<file path="src/rtl/demux_1to4_buf_if.sv">
// Handshake bundle for demux_1to4_buf: one upstream valid/ready port and four
// buffered downstream channels. master = upstream producer plus downstream consumers.
interface demux_1to4_buf_if #(
    parameter int INPUT_SIZE = 32
);
    logic                  in_valid;
    logic                  in_ready;
    logic [INPUT_SIZE-1:0] in_data;
    logic [1:0]            sel;
    logic [3:0]            out_valid;
    logic [3:0]            out_ready;
    logic [INPUT_SIZE-1:0] out_data_0;
    logic [INPUT_SIZE-1:0] out_data_1;
    logic [INPUT_SIZE-1:0] out_data_2;
    logic [INPUT_SIZE-1:0] out_data_3;

    modport master (
        output in_valid, in_data, sel, out_ready,
        input  in_ready, out_valid, out_data_0, out_data_1, out_data_2, out_data_3
    );

    modport slave (
        input  in_valid, in_data, sel, out_ready,
        output in_ready, out_valid, out_data_0, out_data_1, out_data_2, out_data_3
    );
endinterface

</file>
<file path="src/rtl/demux_1to4_buf.sv">
// 1-to-4 demultiplexer with a one-entry buffer per channel, full throughput per channel.
// Optional macro DEMUX_1TO4_CNT_EN adds a 16-bit wrapping count of accepted input words.
//
// state | meaning
// EMPTY | channel holds no word; out_data_k is stale and must be ignored
// FULL  | channel holds a word; out_valid[k]=1 and out_data_k is stable until drained
module demux_1to4_buf #(
    parameter int INPUT_SIZE = 32
) (
    input  logic              clk,
    input  logic              rst,
    demux_1to4_buf_if.slave   bus
`ifdef DEMUX_1TO4_CNT_EN
    ,
    output logic [15:0]       route_cnt
`endif
);

    typedef enum logic {
        EMPTY = 1'b0,
        FULL  = 1'b1
    } ch_state_e;

    ch_state_e             state_q [4];
    ch_state_e             state_d [4];
    logic [INPUT_SIZE-1:0] data_q  [4];
    logic [INPUT_SIZE-1:0] data_d  [4];
    logic                  in_ready;
    logic                  in_fire;
    logic [3:0]            out_valid;

    // A full channel can still accept when its consumer drains on the same edge.
    always_comb begin
        in_ready  = (state_q[bus.sel] == EMPTY) || bus.out_ready[bus.sel];
        in_fire   = bus.in_valid && in_ready;
        out_valid = '0;
        for (int k = 0; k < 4; k++) begin
            state_d[k]   = state_q[k];
            data_d[k]    = data_q[k];
            out_valid[k] = (state_q[k] == FULL);
            if (in_fire && (bus.sel == 2'(k))) begin
                state_d[k] = FULL;
                data_d[k]  = bus.in_data;
            end else if ((state_q[k] == FULL) && bus.out_ready[k]) begin
                state_d[k] = EMPTY;
            end
        end
    end

    always_ff @(posedge clk) begin
        if (rst) begin
            for (int k = 0; k < 4; k++) begin
                state_q[k] <= EMPTY;
                data_q[k]  <= '0;
            end
        end else begin
            for (int k = 0; k < 4; k++) begin
                state_q[k] <= state_d[k];
                data_q[k]  <= data_d[k];
            end
        end
    end

    assign bus.in_ready   = in_ready;
    assign bus.out_valid  = out_valid;
    assign bus.out_data_0 = data_q[0];
    assign bus.out_data_1 = data_q[1];
    assign bus.out_data_2 = data_q[2];
    assign bus.out_data_3 = data_q[3];

`ifdef DEMUX_1TO4_CNT_EN
    logic [15:0] cnt_q;
    logic [15:0] cnt_d;

    assign cnt_d = in_fire ? cnt_q + 16'd1 : cnt_q;

    always_ff @(posedge clk) begin
        if (rst) begin
            cnt_q <= '0;
        end else begin
            cnt_q <= cnt_d;
        end
    end

    assign route_cnt = cnt_q;
`endif

endmodule

</file>
<file path="src/flat_wrapper.sv">
// flat-port wrapper written by rule: the top's interface ports become plain ports
module demux_1to4_buf_flat 
#(
    parameter int INPUT_SIZE = 32
)
  (clk, rst, bus_in_valid, bus_in_data, bus_sel, bus_out_ready, bus_in_ready, bus_out_valid, bus_out_data_0, bus_out_data_1, bus_out_data_2, bus_out_data_3);
  demux_1to4_buf_if #(.INPUT_SIZE(INPUT_SIZE)) bus_i ();
  input  logic clk;
  input  logic rst;
  input wire logic [$bits(bus_i.in_valid)-1:0] bus_in_valid;
  input wire logic [$bits(bus_i.in_data)-1:0] bus_in_data;
  input wire logic [$bits(bus_i.sel)-1:0] bus_sel;
  input wire logic [$bits(bus_i.out_ready)-1:0] bus_out_ready;
  output wire logic [$bits(bus_i.in_ready)-1:0] bus_in_ready;
  output wire logic [$bits(bus_i.out_valid)-1:0] bus_out_valid;
  output wire logic [$bits(bus_i.out_data_0)-1:0] bus_out_data_0;
  output wire logic [$bits(bus_i.out_data_1)-1:0] bus_out_data_1;
  output wire logic [$bits(bus_i.out_data_2)-1:0] bus_out_data_2;
  output wire logic [$bits(bus_i.out_data_3)-1:0] bus_out_data_3;
  assign bus_i.in_valid = bus_in_valid;
  assign bus_i.in_data = bus_in_data;
  assign bus_i.sel = bus_sel;
  assign bus_i.out_ready = bus_out_ready;
  assign bus_in_ready = bus_i.in_ready;
  assign bus_out_valid = bus_i.out_valid;
  assign bus_out_data_0 = bus_i.out_data_0;
  assign bus_out_data_1 = bus_i.out_data_1;
  assign bus_out_data_2 = bus_i.out_data_2;
  assign bus_out_data_3 = bus_i.out_data_3;
  demux_1to4_buf #(.INPUT_SIZE(INPUT_SIZE)) u_core (.clk(clk), .rst(rst), .bus(bus_i));
endmodule
</file>
<file path="config.mk">
export PLATFORM = sky130hd
export DESIGN_NAME = demux_1to4_buf_flat
export DESIGN_NICKNAME = d
export VERILOG_FILES = /design/src/rtl/demux_1to4_buf_if.sv /design/src/rtl/demux_1to4_buf.sv /design/src/flat_wrapper.sv
export SDC_FILE = /design/constraint.sdc
export NUM_CORES = 1
export LEC_CHECK = 0
export BUFFER_PORTS_ARGS = -buffer_cell sky130_fd_sc_hd__buf_2
export CORE_ASPECT_RATIO = 0.9
export CORE_MARGIN = 5
export CORE_UTILIZATION = 54
export CTS_CLUSTER_DIAMETER = 60
export DETAILED_ROUTE_END_ITERATION = 6
export GPL_TIMING_DRIVEN = 0
export PLACE_DENSITY = 0.85
export SYNTH_ARGS = -nofsm -noshare
export SYNTH_HDL_FRONTEND = slang
export SYNTH_SLANG_ARGS = --single-unit
</file>
<file path="constraint.sdc">
create_clock -name clk -period 3 [get_ports clk]
set_input_delay 0.3 -clock clk [delete_from_list [all_inputs] [get_ports clk]]
set_output_delay 0.3 -clock clk [all_outputs]
set_load 0.02 [all_outputs]
</file>
# [Word-level counts from Yosys, hierarchy flattened]
# Memories as Yosys holds them, arrays and structs flattened.
# Index checks and enable logic that the tools add are counted.
[word_totals] mem_bits_ro=0 register_bits=0 latch_bits=0 inputBits=41 n_memories=2 ram_bits=132 out_inout_bits=133
[classes] n_reduce_logical=11 muxes=25 bitwise_logic=9 n_div=0 order_cmp=1 add_sub_neg=0 n_eq_ne=3 mul=0 shifts=0
[memory_table] memory="u_core.data_q" words=4 word_bits=32 rd=4 rd_clocked_by_memory_dff=0 write_ports=4 line_no="demux_1to4_buf.sv:26" source="logic [INPUT_SIZE-1:0] data_q [4];"
[memory_table] memory="u_core.state_q" words=4 word_bits=1 rd=5 rd_clocked_by_memory_dff=0 write_ports=4 line_no="demux_1to4_buf.sv:24" source="ch_state_e state_q [4];"
[op_table] operator="two-way mux 32 bit" count=8
[op_table] operator="two-way mux 1 bit" count=16
[op_table] operator="logical AND 1 bit" count=9
[op_table] operator="bitwise OR 1 bit" count=8
[op_table] operator="equality test 2 bit, second input constant" count=2
[op_table] operator="< comparator 2 x 3 -> 1 bit, second input constant" count=1
[op_table] operator="binary-select mux 1 bit (select 2 bit)" count=1
[op_table] operator="equality test 2 x 1 -> 1 bit, second input constant" count=1
[op_table] operator="zero test 2 bit" count=1
[op_table] operator="logical OR 1 bit" count=1
[op_table] operator="NOT 1 bit" count=1

# [Logic depth before layout (Yosys ltp)]
# Gate-level depths: netlist of run 1.
[logic_depth] word_depth=7 mapped_depth=5 ltp_nobuf=3

# [Worst setup path after synthesis of run 1]
# OpenSTA, ideal clock, no wires.
[synth_timing] path_kind="in2out" from="input bus_out_ready[3]" to="output bus_in_ready" arrival_time_ps=998 setup_slack_ps=1702 cell_stages=2 path_buffers=0 path_cell_list="nand2b_1 mux4_2"
[synth_via] elab_chain_cells=3
[synth_rtl] element="from (decl)" line_no="flat_wrapper.sv:13" source="input wire logic [$bits(bus_i.out_ready)-1:0] bus_out_ready;"
[synth_rtl] element="binary-select mux 1 bit (select 2 bit)" line_no="demux_1to4_buf.sv:34" source="in_ready = (state_q[bus.sel] == EMPTY) || bus.out_ready[bus.sel];"
[synth_rtl] element="two-way mux 1 bit (not written as such)" line_no="demux_1to4_buf.sv:34"
[synth_rtl] element="logical OR 1 bit" line_no="demux_1to4_buf.sv:34"
[synth_rtl] element="to (decl)" line_no="flat_wrapper.sv:14" source="output wire logic [$bits(bus_i.in_ready)-1:0] bus_in_ready;"
# Every way passes these cells. The select of a mux whose other input is x is not followed.

==> flow_summary.yaml, run 1 <==
outcome:
  status: "finished, final reports clean"
hold_path:
  min_from: "bus_out_ready[2]"
  holdCritPathClass: "primary input to register"
  hold_end: "u_core.state_q[2]$_SDFF_PP0_"
  hold_depth: 3
setup_path:
  path_class: "register to output port"
  worstReg2RegStart: "u_core.state_q[2]$_SDFF_PP0_"
  reg2reg_depth: 5
  r2r_setup_slack_ns: 1.58
  critPathSlowestCell: "mux4_2"
  worstPathArrival_ns: 1.65
  required_ns: 2.70
  cp_max_fo: 4
  start_kind: "register"
  path_cells: "nand2b_1 > mux4_2 > buf_2"
  reg2reg_to: "u_core.data_q[0][93]$_SDFFE_PP0P_"
  max_stage_delay_ns: 0.50
  endpoint_kind: "output port"
final_layout:
  design_area_sq_um: 6905
  nNetsFinal: 707
  layout-drive-gt1-share: 0.3304
  stdcell_count: 804
  seq_area_sq_um: 2643
  final_util: 0.7182
  syn2layout_area_growth_pct: 31.12
  multi_input_area_sq_um: 2414
  insertedDiodeCount: 0
  fill_cells: 747
  final_cell_mix: "175 x buf_2, 164 x nand2b_1, 132 x dfxtp_1"
  layout_commonest_cell: "buf_2"
sta:
  slew_violations: 0
  worst_slew_pin_slew_ns: 0.5348
  period_share: 0.6487
  timing.setup.tns_ns: 0
  slew_headroom: 0.6434
  finClkSkew_ns: 0.009667
  rsz0062_at_grt: "no"
  setup_viol: 0
  fmax_mhz: 513.8
  fin_crit_ns: 1.946
  hold_viol: 0
grt:
  grt.total_usage: 0.2383
  grt_max_degree: 17
  grt_pass1_wl_um: 22290
  grt_antenna_before_repair: 0
  grt_pass1_vias: 4285
  gr-total-overflow: 0
clock_network:
  cts_made_buffers: 17
  clock_sinks: 132
  cts_resized: 0
  h-tree-depth: 4
  cts_root_buf: "clkbuf_8"
  cts_setup_buffers: 0
  cts_tree: "built"
  holdBufCountCts: 0
  clk_latency_ns: 0.51
  clk_path_buf_depth: 2
  clkTransAtPathRegs_ns: 0.06
die:
  die_w_um: 114.1
  num_rows: 34
  die_y_um: 103.7
  dieArea_sq_um: 11830
  core_area_sq_um: 9614
  start_util: 0.5478
  ioPinCount: 174
synthesis:
  yosysUniqueCellTypes: 18
  yosysSeqAreaShare: 0.5018
  synth_area_sq_um: 5266
  yosysWarningCount: 0
  synth_nets: 516
  syn_inst: 475
  postSynthAreaPerCell_sq_um: 11.09
  ys_ff_latch: 132
power_and_ir_drop:
  clockPowerShare: 0.486
  intPower_uw: 3375
  p_per_area_nw_per_um2: 637.3
  switching_share: 0.2332
  peakVddDrop_mv: 0.4241
  netSwitchingPower_uw: 1026
  seqPwrFrac: 0.421
  leakagePower_uw: 0.003590
  total_power_uw: 4401
  combPwrFrac: 0.093
place:
  numPortBuffers: 172
  place_congestion: 0.8017
  dpl_cell_area_sq_um: 6285
  placed_cells: 773
  hpwl_um: 10270
flow_run:
  drv_cap: 0
drt:
  avgViaCountPerCell: 5.086
  post_drt_wl_per_cell_um: 17.61
  drt-total-wl_um: 14160
  drt-initial-drc-count: 206
  vias: 4089
  dr.pass1.iters: 4
  drtAntennaViolNets: 0
  drcViolationCount: 0
-- kinds of logic (layout without fill, tap and decap cells) --
kind of cell	after synthesis	in the layout	synth area share
and+or+nand+nor	173	173	0.2069
DFF	132	132	0.5018
muxes	129	129	0.2476
AOI/OAI and AO/OA	4	4	0.003802
buffers and inverters	37	240	0.03991
-- worst max-delay path, delay by kind of cell, from the launching register on --
kind,cells,cell delay (ns)
buf+inv,1,0.18
flops,1,0.34
mux,1,0.50
simple gates,1,0.12
-- stage by stage --
| step | hold WS, ns | worst slack [ns] |
|---|---|---|
| after floorplan | 0.4727 | 1.702 |
| after global placement | 0.4558 | 1.411 |
| after detailed placement | 0.4638 | 1.379 |
| after CTS | 0.1027 | 1.048 |
| after global routing | 0.1320 | 0.9870 |
| final | 0.1079 | 1.054 |
-- sequential cells by signal (all words and copies together) (netlist names) --
register        cells
u_core.data_q     128
u_core.state_q      4
-- synth_stat cells --
| cell | number | area share |
|---|---|---|
| clkbuf_1 | 19 | 0.014 |
| or3_1 | 1 | 0.0012 |
| mux4_2 | 1 | 0.0043 |
| and4_1 | 1 | 0.0017 |
| a21oi_1 | 4 | 0.0038 |
| nor2b_1 | 1 | 0.0012 |
| nand2b_1 | 164 | 0.19 |
| nor3_1 | 1 | 0.00095 |
| buf_2 | 3 | 0.0029 |
| mux2i_1 | 128 | 0.24 |
| nor3b_2 | 1 | 0.0024 |
| buf_6 | 3 | 0.0064 |
| nand4_1 | 1 | 0.0012 |
| dfxtp_1 | 132 | 0.50 |
| nand2_1 | 1 | 0.00071 |
| nand4b_1 | 1 | 0.0017 |
| buf_4 | 12 | 0.017 |
| nand2_2 | 1 | 0.0012 |
-- power by group through the flow --
stage,Sequential (uW),Clock (uW),Combinational [uW]
final,1850,2140,411
after global routing,1860,2250,439
after CTS,1850,2160,414
after detailed placement,1890,0,410
after global placement,1890,0,401
after floorplan,1960,0,187
-- area by class of cell --
cell class,instances,share of cell area
buffer,37,0.03044
clock buffer,19,0.06396
clock inverter,12,0.02591
multi-input combinational,306,0.3495
sequential,132,0.3827
tap,126,0.02283
timing repair buffer,172,0.1247
-- layer usage --
| layer | global-route usage | vias to the layer above | share of wire |
|---|---|---|---|
| met2 | 0.3988 | 158 | 0.48 |
| met4 | 0.08312 | 0 | 0.022 |
| met1 | 0.2961 | 1959 | 0.43 |
| met5 | 0 | - | 0 |
| met3 | 0.06064 | 26 | 0.069 |
| li1 | - | 1946 | - |
-- worst max-delay path by stage --
| stage | from | end | slack, ns | depth (start not counted) |
|---|---|---|---|---|
| 6_report | u_core.state_q[3]$_SDFF_PP0_ | bus_in_ready | 1.05 | 3 |
| 5_1_grt | u_core.state_q[3]$_SDFF_PP0_ | bus_in_ready | 0.99 | 3 |
| 4_1_cts | u_core.state_q[3]$_SDFF_PP0_ | bus_in_ready | 1.05 | 3 |
| 3_5_place_dp | rst | u_core.data_q[0][96]$_SDFFE_PP0P_ | 1.38 | 4 |
| 3_3_place_gp | rst | u_core.data_q[0][96]$_SDFFE_PP0P_ | 1.41 | 4 |
| 2_1_floorplan | bus_out_ready[3] | bus_in_ready | 1.70 | 2 |
Note: power is estimated with default switching activity, not from simulation.
==> run 2, diff against run 1 <==
--- a/config.mk
+++ b/config.mk
@@ -8,11 +8,11 @@
 export BUFFER_PORTS_ARGS = -buffer_cell sky130_fd_sc_hd__buf_2
 export CORE_ASPECT_RATIO = 0.9
 export CORE_MARGIN = 5
-export CORE_UTILIZATION = 54
+export CORE_UTILIZATION = 45
 export CTS_CLUSTER_DIAMETER = 60
 export DETAILED_ROUTE_END_ITERATION = 6
 export GPL_TIMING_DRIVEN = 0
-export PLACE_DENSITY = 0.85
+export PLACE_DENSITY = 0.75
 export SYNTH_ARGS = -nofsm -noshare
 export SYNTH_HDL_FRONTEND = slang
 export SYNTH_SLANG_ARGS = --single-unit
==> constraint.sdc (replaced) <==
create_clock -name clk -period 1.6 [get_ports clk]
set_input_delay 0.16 -clock clk [delete_from_list [all_inputs] [get_ports clk]]
set_output_delay 0.16 -clock clk [all_outputs]
set_load 0.02 [all_outputs]
==> run 2 against run 1 <==
  * The run now ends with negative setup slack left
  * Routed wire length is 0.21% lower
  * Via count is 1.5% lower
  * First-iteration DRC count is 24% lower
  * Sequential power is 88% higher
  * Clock-buffer cell count is 6 higher
  * Critical path depth stayed put
  * Final cell count is 4.2% higher
  * Critical path type unchanged
  * Critical endpoint unchanged
  * Core utilization is 10 points lower
==> flow_summary.yaml, run 2 (same netlist as run 1, synthesis figures left out) <==
power_and_ir_drop:
  switching_share: 0.2221
  total_power_uw: 8514
  netSwitchingPower_uw: 1891
  peakVddDrop_mv: 0.7017
  intPower_uw: 6624
  seqPwrFrac: 0.408
  leakagePower_uw: 0.003633
  clockPowerShare: 0.502
  p_per_area_nw_per_um2: 1213
  combPwrFrac: 0.090
setup_path:
  cp-endpoint: "bus_in_ready"
  start_kind: "register"
  worstPathArrival_ns: 1.47
  cp_max_fo: 2
  critPathSlowestCell: "mux4_2"
  path_class: "register to output port"
  crit_start: "u_core.state_q[3]$_SDFF_PP0_"
  max_stage_delay_ns: 0.50
  r2r_setup_slack_ns: 0.17
  reg2reg_to: "u_core.data_q[0][120]$_SDFFE_PP0P_"
  required_ns: 1.44
  reg2reg_depth: 6
  endpoint_kind: "output port"
  path_cells: "nand2b_1 > mux4_2 > buf_6"
  worstReg2RegStart: "u_core.state_q[3]$_SDFF_PP0_"
sta:
  finClkSkew_ns: 0.006024
  rsz0062_at_grt: "yes"
  finalWorstSetupSlack_ns: -0.02871
  worst_slew_pin_slew_ns: 0.4899
  slew_violations: 0
  fmax_mhz: 614.0
  fin_crit_ns: 1.629
  hold_viol: 0
  setup_viol: 1
  timing.setup.tns_ns: -0.02871
  period_share: 1.018
  slew_headroom: 0.6734
grt:
  grt.total_usage: 0.2044
  grt_pass1_wl_um: 21870
  grt_pass1_vias: 4212
  grt_antenna_before_repair: 0
  gr-total-overflow: 0
  grt_max_degree: 17
final_layout:
  nNetsFinal: 710
  final_cell_mix: "174 x buf_2, 164 x nand2b_1, 130 x dfxtp_1"
  layout-drive-gt1-share: 0.3358
  top_regs: "u_core.data_q x128, u_core.state_q x4"
  largest_register: "u_core.data_q"
  seq_area_sq_um: 2645
  insertedDiodeCount: 0
  layout_commonest_cell: "buf_2"
  fill_cells: 974
  largest_reg_flops: 128
  syn2layout_area_growth_pct: 33.29
  multi_input_area_sq_um: 2414
drt:
  drtAntennaViolNets: 0
  drcViolationCount: 0
  post_drt_wl_per_cell_um: 16.86
  drt-initial-drc-count: 157
  drt-total-wl_um: 14130
  dr.pass1.iters: 4
  avgViaCountPerCell: 4.807
  vias: 4028
hold_path:
  holdCritPathClass: "primary input to register"
die:
  die_y_um: 112.6
  start_util: 0.4606
  ioPinCount: 174
  dieArea_sq_um: 13970
  die_w_um: 124.0
  core_area_sq_um: 11430
  num_rows: 37
clock_network:
  clk_path_buf_depth: 2
  cts_tree: "built"
  clk_latency_ns: 0.41
  h-tree-depth: 4
  clkTransAtPathRegs_ns: 0.06
  holdBufCountCts: 0
  clock_sinks: 132
  cts_root_buf: "clkbuf_16"
  cts_made_buffers: 17
place:
  numPortBuffers: 172
  hpwl_um: 10360
  place_congestion: 0.7804
  dp_slack_ns: 0.1146
flow_run:
  drv_cap: 0
outcome:
  status: "complete, but fails checks"
  violations: "negative setup slack"
run 2: cell types whose count changed in the layout (fill, tap and decap cells not counted), sizes merged:
cell      before  now
inv            1    0
clkinv         4    1
clkbuf        38   44
clkinvlp       3    2
buf          190  193
run 2: timing repair:
action,4_1_cts,5_1_grt
endpoints found under the setup margin,1,1
gates resized for setup,4,0
buffers inserted,3,0
gates cloned,0,0
run 2: layout make-up:
class                   count  share of cell area
clock inverters             7             0.01996
well taps                 156             0.02781
plain buffers              37             0.02995
flip-flops and latches    132              0.3768
clock buffers              25             0.07487
repair buffers            175              0.1267
multi-input cells         306              0.3438
run 2: critical path, delay by kind of cell, from the launching register on:
family        cells  cell delay [ns]
mux               1             0.50
flops             1             0.33
buf+inv           1             0.15
simple gates      1             0.08
run 2: power groups by stage:
stage / Sequential (uW) / Combinational [uW] / Clock, uW
final: 3470 / 769 / 4280
after global routing: 3480 / 828 / 4480
after CTS: 3470 / 780 / 4330
after detailed placement: 3540 / 773 / 0
after global placement: 3530 / 757 / 0
after floorplan: 3670 / 351 / 0
run 2: metrics by stage:
stage | hold WS [ns] | utilization | instance area, sq um | cells
detailed placement | 0.4589 | 0.5529 | 6322 | 803
CTS | 0.05395 | 0.6139 | 7019 | 838
global placement | 0.4553 | 0.5529 | 6322 | 803
finish | 0.06243 | 0.6139 | 7019 | 838
floorplan | 0.3571 | - | 5266 | 475
global route | 0.06803 | 0.6139 | 7019 | 838
run 2: layer usage:
metal | track usage | up-vias | part of all wire
met4 | 0.07591 | 0 | 0.018
met5 | 0 | - | 0
met3 | 0.05390 | 20 | 0.058
met1 | 0.2509 | 1929 | 0.44
li1 | - | 1955 | -
met2 | 0.3420 | 124 | 0.48
run 2: how the worst min path moves through the flow:
| stage | start | end | slack, ns | depth (start not counted) |
|---|---|---|---|---|
| after floorplan | bus_out_ready[2] | u_core.state_q[2]$_SDFF_PP0_ | 0.36 | 2 |
| after global placement | u_core.data_q[0][99]$_SDFFE_PP0P_ | u_core.data_q[0][99]$_SDFFE_PP0P_ | 0.46 | 2 |
| after detailed placement | u_core.data_q[0][84]$_SDFFE_PP0P_ | u_core.data_q[0][84]$_SDFFE_PP0P_ | 0.46 | 2 |
| after CTS | bus_out_ready[2] | u_core.state_q[2]$_SDFF_PP0_ | 0.05 | 3 |
| after global routing | bus_out_ready[2] | u_core.state_q[2]$_SDFF_PP0_ | 0.07 | 3 |
| final | bus_out_ready[2] | u_core.state_q[2]$_SDFF_PP0_ | 0.06 | 3 |
==> run 3, diff against run 2 <==
--- a/config.mk
+++ b/config.mk
@@ -5,14 +5,15 @@
 export SDC_FILE = /design/constraint.sdc
 export NUM_CORES = 1
 export LEC_CHECK = 0
+export ABC_AREA = 1
 export BUFFER_PORTS_ARGS = -buffer_cell sky130_fd_sc_hd__buf_2
 export CORE_ASPECT_RATIO = 0.9
 export CORE_MARGIN = 5
-export CORE_UTILIZATION = 45
+export CORE_UTILIZATION = 48
 export CTS_CLUSTER_DIAMETER = 60
 export DETAILED_ROUTE_END_ITERATION = 6
 export GPL_TIMING_DRIVEN = 0
-export PLACE_DENSITY = 0.75
+export PLACE_DENSITY = 0.77
 export SYNTH_ARGS = -nofsm -noshare
 export SYNTH_HDL_FRONTEND = slang
 export SYNTH_SLANG_ARGS = --single-unit
==> run 3 against run 2 <==
  * Critical path type unchanged
  * Clock power decreased by 13%
  * Routed wire length rose by 42%
  * Synthesized cell count is 120% higher
  * Worst setup slack better by 0.075 ns
  * Die area grew 16%
  * Global-route usage up 4.6 points
  * The flow now finishes without violations
  * Synthesized area up 25%
==> flow_summary.yaml, run 3 <==
die:
  ioPinCount: 174
  start_util: 0.4918
  num_rows: 40
  die_w_um: 133.6
  dieArea_sq_um: 16190
  core_area_sq_um: 13410
  die_y_um: 121.2
grt:
  grt_pass1_wl_um: 31700
  grt.total_usage: 0.2503
  grt_antenna_before_repair: 0
  grt_pass1_vias: 6241
  grt_max_degree: 17
  gr-total-overflow: 0
place:
  hpwl_um: 14260
  placed_cells: 1384
  place_congestion: 0.8278
  numPortBuffers: 170
sta:
  worst_slew_pin_slew_ns: 0.6291
  setup_viol: 0
  period_share: 0.9710
  slew_headroom: 0.5806
  fmax_mhz: 643.7
  hold_viol: 0
  slew_violations: 0
  finClkSkew_ns: 0.009929
  fin_crit_ns: 1.554
  timing.setup.tns_ns: 0
  rsz0062_at_grt: "yes"
clock_network:
  cts_tree: "built"
  cts_root_buf: "clkbuf_16"
  clk_path_buf_depth: 2
  clock_sinks: 132
  cts_made_buffers: 17
  clkTransAtPathRegs_ns: 0.06
  clk_latency_ns: 0.42
  h-tree-depth: 4
final_layout:
  largest_register: "u_core.data_q"
  top_regs: "u_core.data_q x128, u_core.state_q x4"
  final_util: 0.6220
  syn2layout_area_growth_pct: 26.48
  nNetsFinal: 1282
  stdcell_count: 1421
  layout-drive-gt1-share: 0.2115
  final_cell_mix: "278 x inv_1, 271 x nand2_1, 170 x buf_2"
  insertedDiodeCount: 0
  largest_reg_flops: 128
  layout_commonest_cell: "inv_1"
synthesis:
  postSynthAreaPerCell_sq_um: 6.306
  yosysSeqAreaShare: 0.4006
  synth.most_common_cell: "inv_1"
  ys_ff_latch: 132
  yosysUniqueCellTypes: 18
  synth_area_sq_um: 6596
  synth_top_cell_area_share: 0.4006
  synth_area_leaders: "dfxtp_1 40%, inv_1 16%, nand2_1 16%"
  synth_nets: 1087
  yosysWarningCount: 0
  ys_async_sr_fraction: 0
  syn_inst: 1046
  synth.top_cells.by_count: "278 x inv_1, 273 x nand2_1, 132 x dfxtp_1"
  ys.flop_type: "dfxtp_1"
  synth_edf_count: 0
  yosysTopAreaCell: "dfxtp_1"
setup_path:
  path_class: "register to output port"
  cp_max_fo: 3
  endpoint_kind: "output port"
  worstPathArrival_ns: 1.39
  start_kind: "register"
  required_ns: 1.44
power_and_ir_drop:
  peakVddDrop_mv: 0.7997
  p_per_area_nw_per_um2: 1045
  leakagePower_uw: 0.004795
drt:
  vias: 6660
  drtAntennaViolNets: 0
  post_drt_wl_per_cell_um: 14.13
  drt-initial-drc-count: 518
  dr.pass1.iters: 5
  drt-total-wl_um: 20080
  avgViaCountPerCell: 4.687
  drcViolationCount: 0
flow_run:
  drv_cap: 0
hold_path:
  holdCritPathClass: "primary input to register"
outcome:
  status: "finished, final reports clean"
==> run 3: worst max-delay path: stages (launching register included) <==
cell and delay (ns):
dfxtp_2 0.34, nand2_1 0.07, nand2_1 0.08, nand2_2 0.06, nand2_2 0.09, nand2_4 0.07
buf_8 0.13, buf_6 0.12
==> run 3: kinds of logic after synthesis <==
kind of cell	count (synthesis)	share of synthesized area
AND/OR/NAND/NOR	541	0.3655
buffers and inverters	369	0.2308
flip-flops	132	0.4006
AO/OA/AOI/OAI	4	0.003035
==> run 3: final cells by class <==
class / count / area [sq um]
fill: 1289 / 5070
timing repair buffer: 176 / 919.6
sequential: 132 / 2648
buffer: 73 / 460.4
multi-input combinational: 545 / 2436
clock buffer: 27 / 513.0
tap: 168 / 210.2
clock inverter: 4 / 45.04
inverter: 296 / 1111
==> run 3: worst paths after layout <==
| kind | end | slack [ns] | start | cells after the start |
|---|---|---|---|---|
| min | u_core.state_q[3]$_SDFF_PP0_ | 0.02 | bus_out_ready[3] | 4 |
| max | bus_in_ready | 0.05 | u_core.state_q[2]$_SDFF_PP0_ | 7 |
| min reg2reg | u_core.state_q[0]$_SDFF_PP0_ | 0.48 | u_core.state_q[0]$_SDFF_PP0_ | 2 |
| max reg2reg | u_core.data_q[0][9]$_SDFFE_PP0P_ | 0.05 | u_core.state_q[2]$_SDFF_PP0_ | 11 |
==> run 3: per-layer routing <==
metal	part of all wire	wire length [um]	vias up	track usage
met2	0.45	8973	266	0.3899
met1	0.44	8920	2894	0.3310
li1	-	-	3467	-
met4	0.019	386	0	0.09512
met5	0	0	-	0
met3	0.089	1795	33	0.07007
==> run 3: repair_timing <==
item | in CTS | in global routing
hold endpoints to repair | 4 | 0
setup buffers | 2 | 2
pin swaps | 2 | 1
hold buffers | 2 | 0
setup endpoints to repair | 1 | 98
resized for setup | 9 | 26
==> run 3: through the flow <==
stage | setup slack (ns) | instance area (sq um) | hold slack (ns) | power (uW)
final | 0.04645 | 8343 | 0.01564 | 8722
after global routing | -0.02230 | 8343 | 0.02429 | 9096
after CTS | 0.006689 | 8283 | 0.002145 | 8736
after detailed placement | -0.1514 | 7657 | 0.4097 | 5035
after global placement | -0.1348 | 7657 | 0.4014 | 5014
after floorplan | 0.3259 | 6596 | 0.2291 | 4580
==> run 3: power by group <==
| part | total, uW | internal, uW | switching (uW) |
|---|---|---|---|
| clock network | 3710 | 2330 | 1380 |
| registers | 3570 | 3470 | 95.4 |
| logic | 1440 | 477 | 967 |
